<file path="src/rtl/reg_status_table_mp_if.sv">
// Issue/commit/checkpoint bus of the register status table.
// The scheduler side drives sources, writes, commits and checkpoint control; the table returns operand tags.
interface reg_status_table_mp_if #(
    parameter int NUM_REGS = 32,
    parameter int ROB_W    = 4,
    parameter int ISSUE_W  = 2,
    parameter int COMMIT_W = 2,
    parameter int NUM_CKPT = 4
) ();
    localparam int RW = $clog2(NUM_REGS);
    localparam int CW = (NUM_CKPT > 1) ? $clog2(NUM_CKPT) : 1;

    logic                      flush;
    logic [ISSUE_W*RW-1:0]     rs1;
    logic [ISSUE_W*RW-1:0]     rs2;
    logic [ISSUE_W-1:0]        issue_writes;
    logic [ISSUE_W*RW-1:0]     issue_dest;
    logic [ISSUE_W*ROB_W-1:0]  issue_ROB;
    logic [COMMIT_W-1:0]       commit_valid;
    logic [COMMIT_W-1:0]       RegWrite;
    logic [COMMIT_W*RW-1:0]    commit_dest;
    logic [COMMIT_W*ROB_W-1:0] commit_ROB;
    logic                      ckpt_save;
    logic                      ckpt_restore;
    logic [CW-1:0]             ckpt_sel;
    logic [ISSUE_W*ROB_W-1:0]  Q_j;
    logic [ISSUE_W*ROB_W-1:0]  Q_k;
    logic [ISSUE_W-1:0]        busy_j;
    logic [ISSUE_W-1:0]        busy_k;

    modport master (
        output flush, rs1, rs2, issue_writes, issue_dest, issue_ROB,
               commit_valid, RegWrite, commit_dest, commit_ROB,
               ckpt_save, ckpt_restore, ckpt_sel,
        input  Q_j, Q_k, busy_j, busy_k
    );

    modport slave (
        input  flush, rs1, rs2, issue_writes, issue_dest, issue_ROB,
               commit_valid, RegWrite, commit_dest, commit_ROB,
               ckpt_save, ckpt_restore, ckpt_sel,
        output Q_j, Q_k, busy_j, busy_k
    );
endinterface

</file>
<file path="src/rtl/reg_status_table_mp.sv">
// Multi-issue/multi-commit register status table with branch checkpoints.
// Each architectural register records whether a write is in flight and the ROB tag that will produce it.
module reg_status_table_mp #(
    parameter int NUM_REGS = 32,
    parameter int ROB_W    = 4,
    parameter int ISSUE_W  = 2,
    parameter int COMMIT_W = 2,
    parameter int NUM_CKPT = 4
) (
    input  logic                   clk,
    input  logic                   reset,
    reg_status_table_mp_if.slave   bus
);
    localparam int RW = $clog2(NUM_REGS);
    localparam int CW = (NUM_CKPT > 1) ? $clog2(NUM_CKPT) : 1;

    typedef struct packed {
        logic             busy;
        logic [ROB_W-1:0] rob;
    } entry_t;

    entry_t tbl     [NUM_REGS];
    entry_t tbl_nx  [NUM_REGS];
    entry_t ckpt    [NUM_CKPT][NUM_REGS];
    entry_t ckpt_nx [NUM_CKPT][NUM_REGS];

    logic sel_ok, do_restore, do_save;

    // A commit clears an entry only while it still holds the committing tag.
    function automatic entry_t apply_clears(
        input entry_t                    e,
        input logic [RW-1:0]             r,
        input logic [COMMIT_W-1:0]       en,
        input logic [COMMIT_W*RW-1:0]    dest,
        input logic [COMMIT_W*ROB_W-1:0] tag
    );
        entry_t res;
        res = e;
        for (int c = 0; c < COMMIT_W; c++) begin
            if (en[c] && dest[c*RW +: RW] == r && e.busy && e.rob == tag[c*ROB_W +: ROB_W])
                res = '0;
        end
        return res;
    endfunction

    always_comb begin
        // NOTE: every comb output gets a default first so no path leaves it unassigned (no latch).
        for (int r = 0; r < NUM_REGS; r++) begin
            tbl_nx[r] = '0;
            for (int s = 0; s < NUM_CKPT; s++) ckpt_nx[s][r] = '0;
        end
        sel_ok     = {1'b0, bus.ckpt_sel} < (CW+1)'(NUM_CKPT);
        do_restore = bus.ckpt_restore && sel_ok;
        do_save    = bus.ckpt_save && !bus.ckpt_restore && sel_ok;

        // Register 0 is skipped so it stays {0,0} forever.
        for (int r = 1; r < NUM_REGS; r++) begin
            entry_t t;
            for (int s = 0; s < NUM_CKPT; s++)
                ckpt_nx[s][r] = apply_clears(ckpt[s][r], RW'(r), bus.commit_valid & bus.RegWrite,
                                             bus.commit_dest, bus.commit_ROB);
            t = apply_clears(tbl[r], RW'(r), bus.commit_valid & bus.RegWrite,
                             bus.commit_dest, bus.commit_ROB);
            for (int k = 0; k < ISSUE_W; k++) begin
                if (bus.issue_writes[k] && bus.issue_dest[k*RW +: RW] == RW'(r)) begin
                    t.busy = 1'b1;
                    t.rob  = bus.issue_ROB[k*ROB_W +: ROB_W];
                end
            end
            tbl_nx[r] = do_restore ? ckpt_nx[bus.ckpt_sel][r] : t;
            if (do_save) ckpt_nx[bus.ckpt_sel][r] = t;
        end
    end

    // NOTE: the table and checkpoints are architectural state, so every entry is reset, not just a valid bit.
    always_ff @(posedge clk) begin
        if (reset || bus.flush) begin
            for (int r = 0; r < NUM_REGS; r++) begin
                tbl[r] <= '0;
                for (int s = 0; s < NUM_CKPT; s++) ckpt[s][r] <= '0;
            end
        end else begin
            for (int r = 0; r < NUM_REGS; r++) begin
                tbl[r] <= tbl_nx[r];
                for (int s = 0; s < NUM_CKPT; s++) ckpt[s][r] <= ckpt_nx[s][r];
            end
        end
    end

    // Operand lookup: the youngest older slot writing the source this cycle overrides the table.
    always_comb begin
        logic [RW-1:0] src;
        entry_t        e;
        src        = '0;
        e          = '0;
        bus.busy_j = '0;
        bus.busy_k = '0;
        bus.Q_j    = '0;
        bus.Q_k    = '0;
        for (int i = 0; i < ISSUE_W; i++) begin
            for (int op = 0; op < 2; op++) begin
                src = (op == 0) ? bus.rs1[i*RW +: RW] : bus.rs2[i*RW +: RW];
                e   = tbl[src];
                for (int k = 0; k < i; k++) begin
                    if (bus.issue_writes[k] && bus.issue_dest[k*RW +: RW] == src) begin
                        e.busy = 1'b1;
                        e.rob  = bus.issue_ROB[k*ROB_W +: ROB_W];
                    end
                end
                if (src == '0 || !e.busy) e = '0;
                if (op == 0) begin
                    bus.busy_j[i]              = e.busy;
                    bus.Q_j[i*ROB_W +: ROB_W]  = e.rob;
                end else begin
                    bus.busy_k[i]              = e.busy;
                    bus.Q_k[i*ROB_W +: ROB_W]  = e.rob;
                end
            end
        end
    end
endmodule

</file>
<file path="src/flat_wrapper.sv">
// flat-port wrapper written by rule: the top's interface ports become plain ports
module reg_status_table_mp_flat 
#(
    parameter int NUM_REGS = 32,
    parameter int ROB_W    = 4,
    parameter int ISSUE_W  = 2,
    parameter int COMMIT_W = 2,
    parameter int NUM_CKPT = 4
)
  (clk, reset, bus_flush, bus_rs1, bus_rs2, bus_issue_writes, bus_issue_dest, bus_issue_ROB, bus_commit_valid, bus_RegWrite, bus_commit_dest, bus_commit_ROB, bus_ckpt_save, bus_ckpt_restore, bus_ckpt_sel, bus_Q_j, bus_Q_k, bus_busy_j, bus_busy_k);
  reg_status_table_mp_if #(.NUM_REGS(NUM_REGS), .ROB_W(ROB_W), .ISSUE_W(ISSUE_W), .COMMIT_W(COMMIT_W), .NUM_CKPT(NUM_CKPT)) bus_i ();
  input  logic clk;
  input  logic reset;
  input wire logic [$bits(bus_i.flush)-1:0] bus_flush;
  input wire logic [$bits(bus_i.rs1)-1:0] bus_rs1;
  input wire logic [$bits(bus_i.rs2)-1:0] bus_rs2;
  input wire logic [$bits(bus_i.issue_writes)-1:0] bus_issue_writes;
  input wire logic [$bits(bus_i.issue_dest)-1:0] bus_issue_dest;
  input wire logic [$bits(bus_i.issue_ROB)-1:0] bus_issue_ROB;
  input wire logic [$bits(bus_i.commit_valid)-1:0] bus_commit_valid;
  input wire logic [$bits(bus_i.RegWrite)-1:0] bus_RegWrite;
  input wire logic [$bits(bus_i.commit_dest)-1:0] bus_commit_dest;
  input wire logic [$bits(bus_i.commit_ROB)-1:0] bus_commit_ROB;
  input wire logic [$bits(bus_i.ckpt_save)-1:0] bus_ckpt_save;
  input wire logic [$bits(bus_i.ckpt_restore)-1:0] bus_ckpt_restore;
  input wire logic [$bits(bus_i.ckpt_sel)-1:0] bus_ckpt_sel;
  output wire logic [$bits(bus_i.Q_j)-1:0] bus_Q_j;
  output wire logic [$bits(bus_i.Q_k)-1:0] bus_Q_k;
  output wire logic [$bits(bus_i.busy_j)-1:0] bus_busy_j;
  output wire logic [$bits(bus_i.busy_k)-1:0] bus_busy_k;
  assign bus_i.flush = bus_flush;
  assign bus_i.rs1 = bus_rs1;
  assign bus_i.rs2 = bus_rs2;
  assign bus_i.issue_writes = bus_issue_writes;
  assign bus_i.issue_dest = bus_issue_dest;
  assign bus_i.issue_ROB = bus_issue_ROB;
  assign bus_i.commit_valid = bus_commit_valid;
  assign bus_i.RegWrite = bus_RegWrite;
  assign bus_i.commit_dest = bus_commit_dest;
  assign bus_i.commit_ROB = bus_commit_ROB;
  assign bus_i.ckpt_save = bus_ckpt_save;
  assign bus_i.ckpt_restore = bus_ckpt_restore;
  assign bus_i.ckpt_sel = bus_ckpt_sel;
  assign bus_Q_j = bus_i.Q_j;
  assign bus_Q_k = bus_i.Q_k;
  assign bus_busy_j = bus_i.busy_j;
  assign bus_busy_k = bus_i.busy_k;
  reg_status_table_mp #(.NUM_REGS(NUM_REGS), .ROB_W(ROB_W), .ISSUE_W(ISSUE_W), .COMMIT_W(COMMIT_W), .NUM_CKPT(NUM_CKPT)) u_core (.clk(clk), .reset(reset), .bus(bus_i));
endmodule
</file>
<file path="config.mk">
export PLATFORM = sky130hd
export DESIGN_NAME = reg_status_table_mp_flat
export DESIGN_NICKNAME = d
export VERILOG_FILES = /design/src/rtl/reg_status_table_mp_if.sv /design/src/rtl/reg_status_table_mp.sv /design/src/flat_wrapper.sv
export SDC_FILE = /design/constraint.sdc
export NUM_CORES = 2
export LEC_CHECK = 0
export CORE_MARGIN = 2
export CORE_UTILIZATION = 45
export CTS_CLUSTER_DIAMETER = 30
export DETAILED_ROUTE_END_ITERATION = 12
export SLEW_MARGIN = 25
export SYNTH_ARGS = -nofsm -noshare
export SYNTH_HDL_FRONTEND = slang
export SYNTH_SLANG_ARGS = --single-unit
</file>
<file path="constraint.sdc">
create_clock -name clk -period 5.6 [get_ports clk]
set_input_delay 1.12 -clock clk [delete_from_list [all_inputs] [get_ports clk]]
set_output_delay 1.12 -clock clk [all_outputs]
set_load 0.05 [all_outputs]
</file>
# Yosys cells after proc, flatten, opt, wreduce, memory -nomap -nowiden
# Memory sizes are Yosys's and may differ from the RTL's.
# Cells that the tools add are included.
[word_totals] in_bits=69 mem_bits_rw=800 n_memories=2 out_inout_bits=20 register_bits=0
[op_classes] n_reduce_logical=762 muxes=789 order_cmp=2 bitwise_logic=162 n_eq_ne=436
[memory_table] name="u_core.ckpt" words=4 word_bits=160 rd=4 rd_ports_with_merged_regs=0 write_ports=4 line="reg_status_table_mp.sv:24" text="entry_t ckpt [NUM_CKPT][NUM_REGS];"
[memory_table] name="u_core.tbl" words=32 word_bits=5 rd=35 rd_ports_with_merged_regs=0 write_ports=32 line="reg_status_table_mp.sv:22" text="entry_t tbl [NUM_REGS];"
[ops] cell="$bwmux W640" count=31
[ops] cell="$mux W640" count=31
[ops] cell="$bmux W160 S2" count=31
[ops] cell="$demux W160 S2" count=31
[ops] cell="$mux W5" count=572
[ops] cell="$eq A4 B4 Y1" count=310
[ops] cell="$logic_and A1 B1 Y1" count=748
[ops] cell="$mux W155" count=3
[ops] cell="$mux W150" count=3
[ops] cell="$mux W145" count=3
[ops] cell="$mux W140" count=3
[ops] cell="$mux W135" count=3
[ops] cell="$mux W130" count=3
[ops] cell="$mux W125" count=3
[ops] cell="$mux W120" count=3
[ops] cell="$mux W115" count=3
[ops] cell="$mux W110" count=3
[ops] cell="$eq A5 B5 Y1 const B" count=64
[ops] cell="$mux W105" count=3
[ops] cell="$mux W100" count=3
[ops] cell="$mux W95" count=3
[ops] cell="$mux W90" count=3
[ops] cell="$mux W85" count=3
[ops] cell="$mux W80" count=3
[ops] cell="28 further kinds" count=285

# Depth between registers and ports, before layout
[depth] word_depth=73 ltp_mapped=10

# Worst setup path after synthesis
# Ideal clock, no wire load.
[synth_path] path_kind="in2out" from="input bus_rs1[6]" to="output bus_Q_j[4]" arrival_time_ns=4.461 slack_ns=0.019 stages=9 n_path_buf=3 path_cell_list="buf_4 > buf_4 > buf_6 > nor3b_1 > a2111oi_0 > o21ai_0 > a31oi_1 > a2bb2oi_1 > a21boi_0"
[synth_via] elab_chain_len=6 elab_cells_between_ends=8 classes_between="1 x eq/ne; 2 x mux; 4 x reduce/logical; 1 x memory"
[synth_rtl] item="start, declared" line="flat_wrapper.sv:15" text="input wire logic [$bits(bus_i.rs1)-1:0] bus_rs1;"
[synth_rtl] item="branches (longest 5 deep; another with $mem_v2 Z32 W5)"
[synth_rtl] item="$mux W5 *" line="reg_status_table_mp.sv:110" text="if (src == '0 || !e.busy) e = '0;"
[synth_rtl] item="end, declared" line="flat_wrapper.sv:27" text="output wire logic [$bits(bus_i.Q_j)-1:0] bus_Q_j;"
# Mark *: on every way between the ends.

# Worst setup path in the final report
[layout_path] from="input bus_rs1[7]" to="output bus_Q_j[7]"
# The elaborated chain is that of the path after synthesis.

==> flow_summary_export.csv <==
group,metric,value,unit
power,seq_power_share,28.4,%
cts,cts.path.max_buffers,3,
drt,drt-total-wl,275000,um
setup_path,crit_top_cell,"buf_4",
timing,slew_violations,0,
drt,route.detailed.drc,0,
global_route,antenna_found_initial,20,
synthesis,yosysSeqAreaShare,26.9,%
timing,min_period_over_period,97.9,%
cts,cts_htree_levels,4,
setup_path,start_kind,"input port",
timing,hold_viol,0,
power,p_leak,0.0195,uW
synthesis,yosys.area_share.xor_xnor,19.0,%
setup_path,worst-setup-path-type,"in2out",
global_route,grt_pass1_vias,57700,
cts,cts_made_buffers,204,
synthesis,synth_top_area_share,26.9,%
cts,clk_pin_slew,0.04,ns
synthesis,avgSynthCellArea,8.00,um2
floorplanning,row_count,131,
worst_hold_path,hold_depth,2,
power,p_per_area,299,mW/mm2
synthesis,async_flop_share,0,%
setup_path,cp_top_family,"buffers and inverters",
power,clockPowerShare,60.2,%
global_route,grt_pass1_wl,397000,um
global_route,grt_max_degree,119,
placement,io_buffers,88,
setup_path,slowest_stage,"clkdlybuf4s50_1",
floorplanning,die_height,362,um
drt,viasPerCell,6.94,
setup_path,cp-end-kind,"primary output",
floorplanning,die_area,0.131,mm2
timing,period_needed,5.48,ns
placement,routabilityCongestion,1.06,
setup_path,crit_required,4.48,ns
power,vdd_ir_drop_max,0.261,mV
synthesis,yosysMostFrequentCell,"xnor2_1",
synthesis,netlist_area,0.0576,mm2
synthesis,synth_common_cells,"xnor2_1, dfxtp_1, nor2_1",
timing,slew_headroom,21.3,%
timing,hold_slack,0.497,ns
timing,rsz0062_at_grt,"false",
setup_path,crit_buf_inv,4,
floorplanning,die_w,362,um
synthesis,synth.area.top_cells,"dfxtp_1, xnor2_1, mux4_2, a22oi_1, nand3_1",
cts,postCtsResizedCells,0,
power,combPwrFrac,11.4,%
setup_path,r2r_cells,6,
drt,drtAntennaViolNets,0,
setup_path,startpoint,"bus_rs1[7]",
synthesis,ys.flop_type,"dfxtp_1",
floorplanning,core-area,0.127,mm2
drt,route.vias.total,62200,
drt,drt_pass1_iterations,8,
cts,cts_tree,"built",
synthesis,muxShareOfSynthArea,7.07,%
power,p_sw,5600,uW
power,p_int,14500,uW
floorplanning,io_pins,89,
global_route,gr-usage-all-layers,40.5,%
worst_hold_path,min-delay-start,"u_core.ckpt[0][314]",
timing,clock.fmax,0.182,GHz
synthesis,synth_edf_count,0,
cts,cts_root_buf,"clkbuf_16",
placement,dp_hpwl,182000,um
setup_path,rr_startpoint,"u_core.tbl[2][3]",
synthesis,synth-seq-cells,775,
cts,postCtsSetupBuffers,0,
synthesis,synth_compound_area_share,20.5,%
finish,nets,7179,
cts,clock_sinks,775,
cts,ctsHoldBuffers,0,
finish,areaGrowthSynthToFinish,17.0,%
synthesis,ys_warn_count,0,
setup_path,r2r_end,"u_core.tbl[2][0]",
setup_path,worstPathArrival,4.36,ns
floorplanning,initial_core_util,45.2,%
drt,wl_per_cell,30.7,um
synthesis,synth_adder_area_share,0,%
synthesis,synth_top_area_cell,"dfxtp_1",
finish,final.fill_count,11900,
setup_path,worstPathCellList,"clkdlybuf4s50_1, buf_4, xor2_1, nor4_1, and3_1, a2bb2oi_1, a21boi_0, buf_4, buf_12",
timing,skew,0.0359,ns
synthesis,synth_fp_nets,7267,
power,p_sw_share,27.8,%
worst_hold_path,min_to,"u_core.ckpt[0][314]",
cts,clock_latency,0.83,ns
synthesis,synth_cell_types,83,
setup_path,critPathMaxFanout,13,
global_route,grt-ovfl-total,0,
status,status,"finished clean",
finish,drive_gt1_share,12.6,%
timing,setup_viol,0,
setup_path,reg2reg_slack,2.93,ns
synthesis,syn_inst,7198,
finish,final_cells,8965,
synthesis,yosys.area_share.simple,21.1,%
setup_path,critPathMaxStageDelay,0.79,ns
timing,tns,0,ns
synthesis,synth_top_family_by_area,"simple AND/OR/NAND/NOR gates",
worst_hold_path,hold_class,"reg2reg",
placement,placedCellCount,8565,
timing,tightest_slew,1.16,ns
run,cap_violations,0,
drt,dr.first_iter.drc_count,10200,
-- power groups by stage --
stage | Combinational [uW] | Clock (uW) | Sequential (uW)
finish | 2310 | 12100 | 5720
global route | 2360 | 12500 | 5700
CTS | 2210 | 12100 | 5700
detailed placement | 2200 | 0 | 5800
global placement | 2180 | 0 | 5800
floorplan | 1430 | 0 | 5720
-- registers in the layout (all words and copies together), names as in the netlist --
signal,count
u_core.ckpt,620
u_core.tbl,155
-- stage by stage --
| stage | power, uW | util (%) | worst slack (ns) | cell area (um2) |
|---|---|---|---|---|
| 6_report | 20100 | 52.9 | 0.115 | 67400 |
| 5_1_grt | 20500 | 52.9 | 0.112 | 67300 |
| 4_1_cts | 20000 | 52.8 | 0.312 | 67300 |
| 3_5_place_dp | 7990 | 47.2 | 0.314 | 60100 |
| 3_3_place_gp | 7980 | 47.2 | 0.293 | 60100 |
| 2_1_floorplan | 7150 | - | 0.0191 | 57600 |
-- per-layer routing --
metal / up-vias / GRT usage, % / part of all wire (%) / wire (um)
li1: 26300 / - / - / -
met1: 29800 / 51.8 / 38 / 104000
met2: 4885 / 57.8 / 41 / 112000
met3: 1196 / 15.4 / 15 / 41200
met4: 20 / 23.8 / 6.7 / 18400
met5: - / 0.444 / 0.059 / 163
-- worst max-delay path by stage --
| stage | endpoint | slack [ns] | cells after the start |
|---|---|---|---|
| final | bus_Q_j[7] | 0.12 | 9 |
| after detailed placement | bus_Q_j[7] | 0.31 | 9 |
| after CTS | bus_Q_j[7] | 0.31 | 9 |
| after floorplan | bus_Q_j[4] | 0.02 | 9 |
| after global routing | bus_Q_j[7] | 0.11 | 10 |
| after global placement | bus_Q_j[7] | 0.29 | 9 |
-- logic make-up after synthesis --
group | after synthesis
DFF | 775
muxes | 208
xor gates and xnor gates | 1250
AOI/OAI and AO/OA | 1781
buffers and inverters | 696
and+or+nand+nor | 2488
-- layout make-up --
cell class / count / area [um2] / share of cell area (%)
Antenna cell: 16 / 40.0 / 0.0594
Clock buffer: 255 / 5600 / 8.31
Clock inverter: 128 / 1550 / 2.30
Inverter: 65 / 244 / 0.362
Multi-Input combinational cell: 5727 / 39200 / 58.2
Sequential cell: 775 / 15500 / 23.0
Tap cell: 1662 / 2080 / 3.09
Timing Repair Buffer: 337 / 3140 / 4.67
-- layout by cell type, fill, tap and decap left out, types with 43 or more instances in the layout --
cell type and n:
xnor2_1 1170, dfxtp_1 775, nor2_1 643, nand2_1 577, nand3_1 529, a22oi_1 425, o21ai_0 375, nand4_1 345
a21oi_1 278, buf_4 232, clkbuf_16 206, mux4_2 157, a31oi_1 149, o22ai_1 127, o22a_1 81, xor2_1 80
and3_1 76, inv_1 61, nor3_1 55, a211oi_1 47, a32oi_1 47, and2_1 43
-- tightest hold or removal path: stages, from the launching register on --
cell and delay [ns]:
dfxtp_1 0.32, nand3_1 0.07, a21oi_1 0.06
Note: power is estimated with default switching activity, not from simulation.
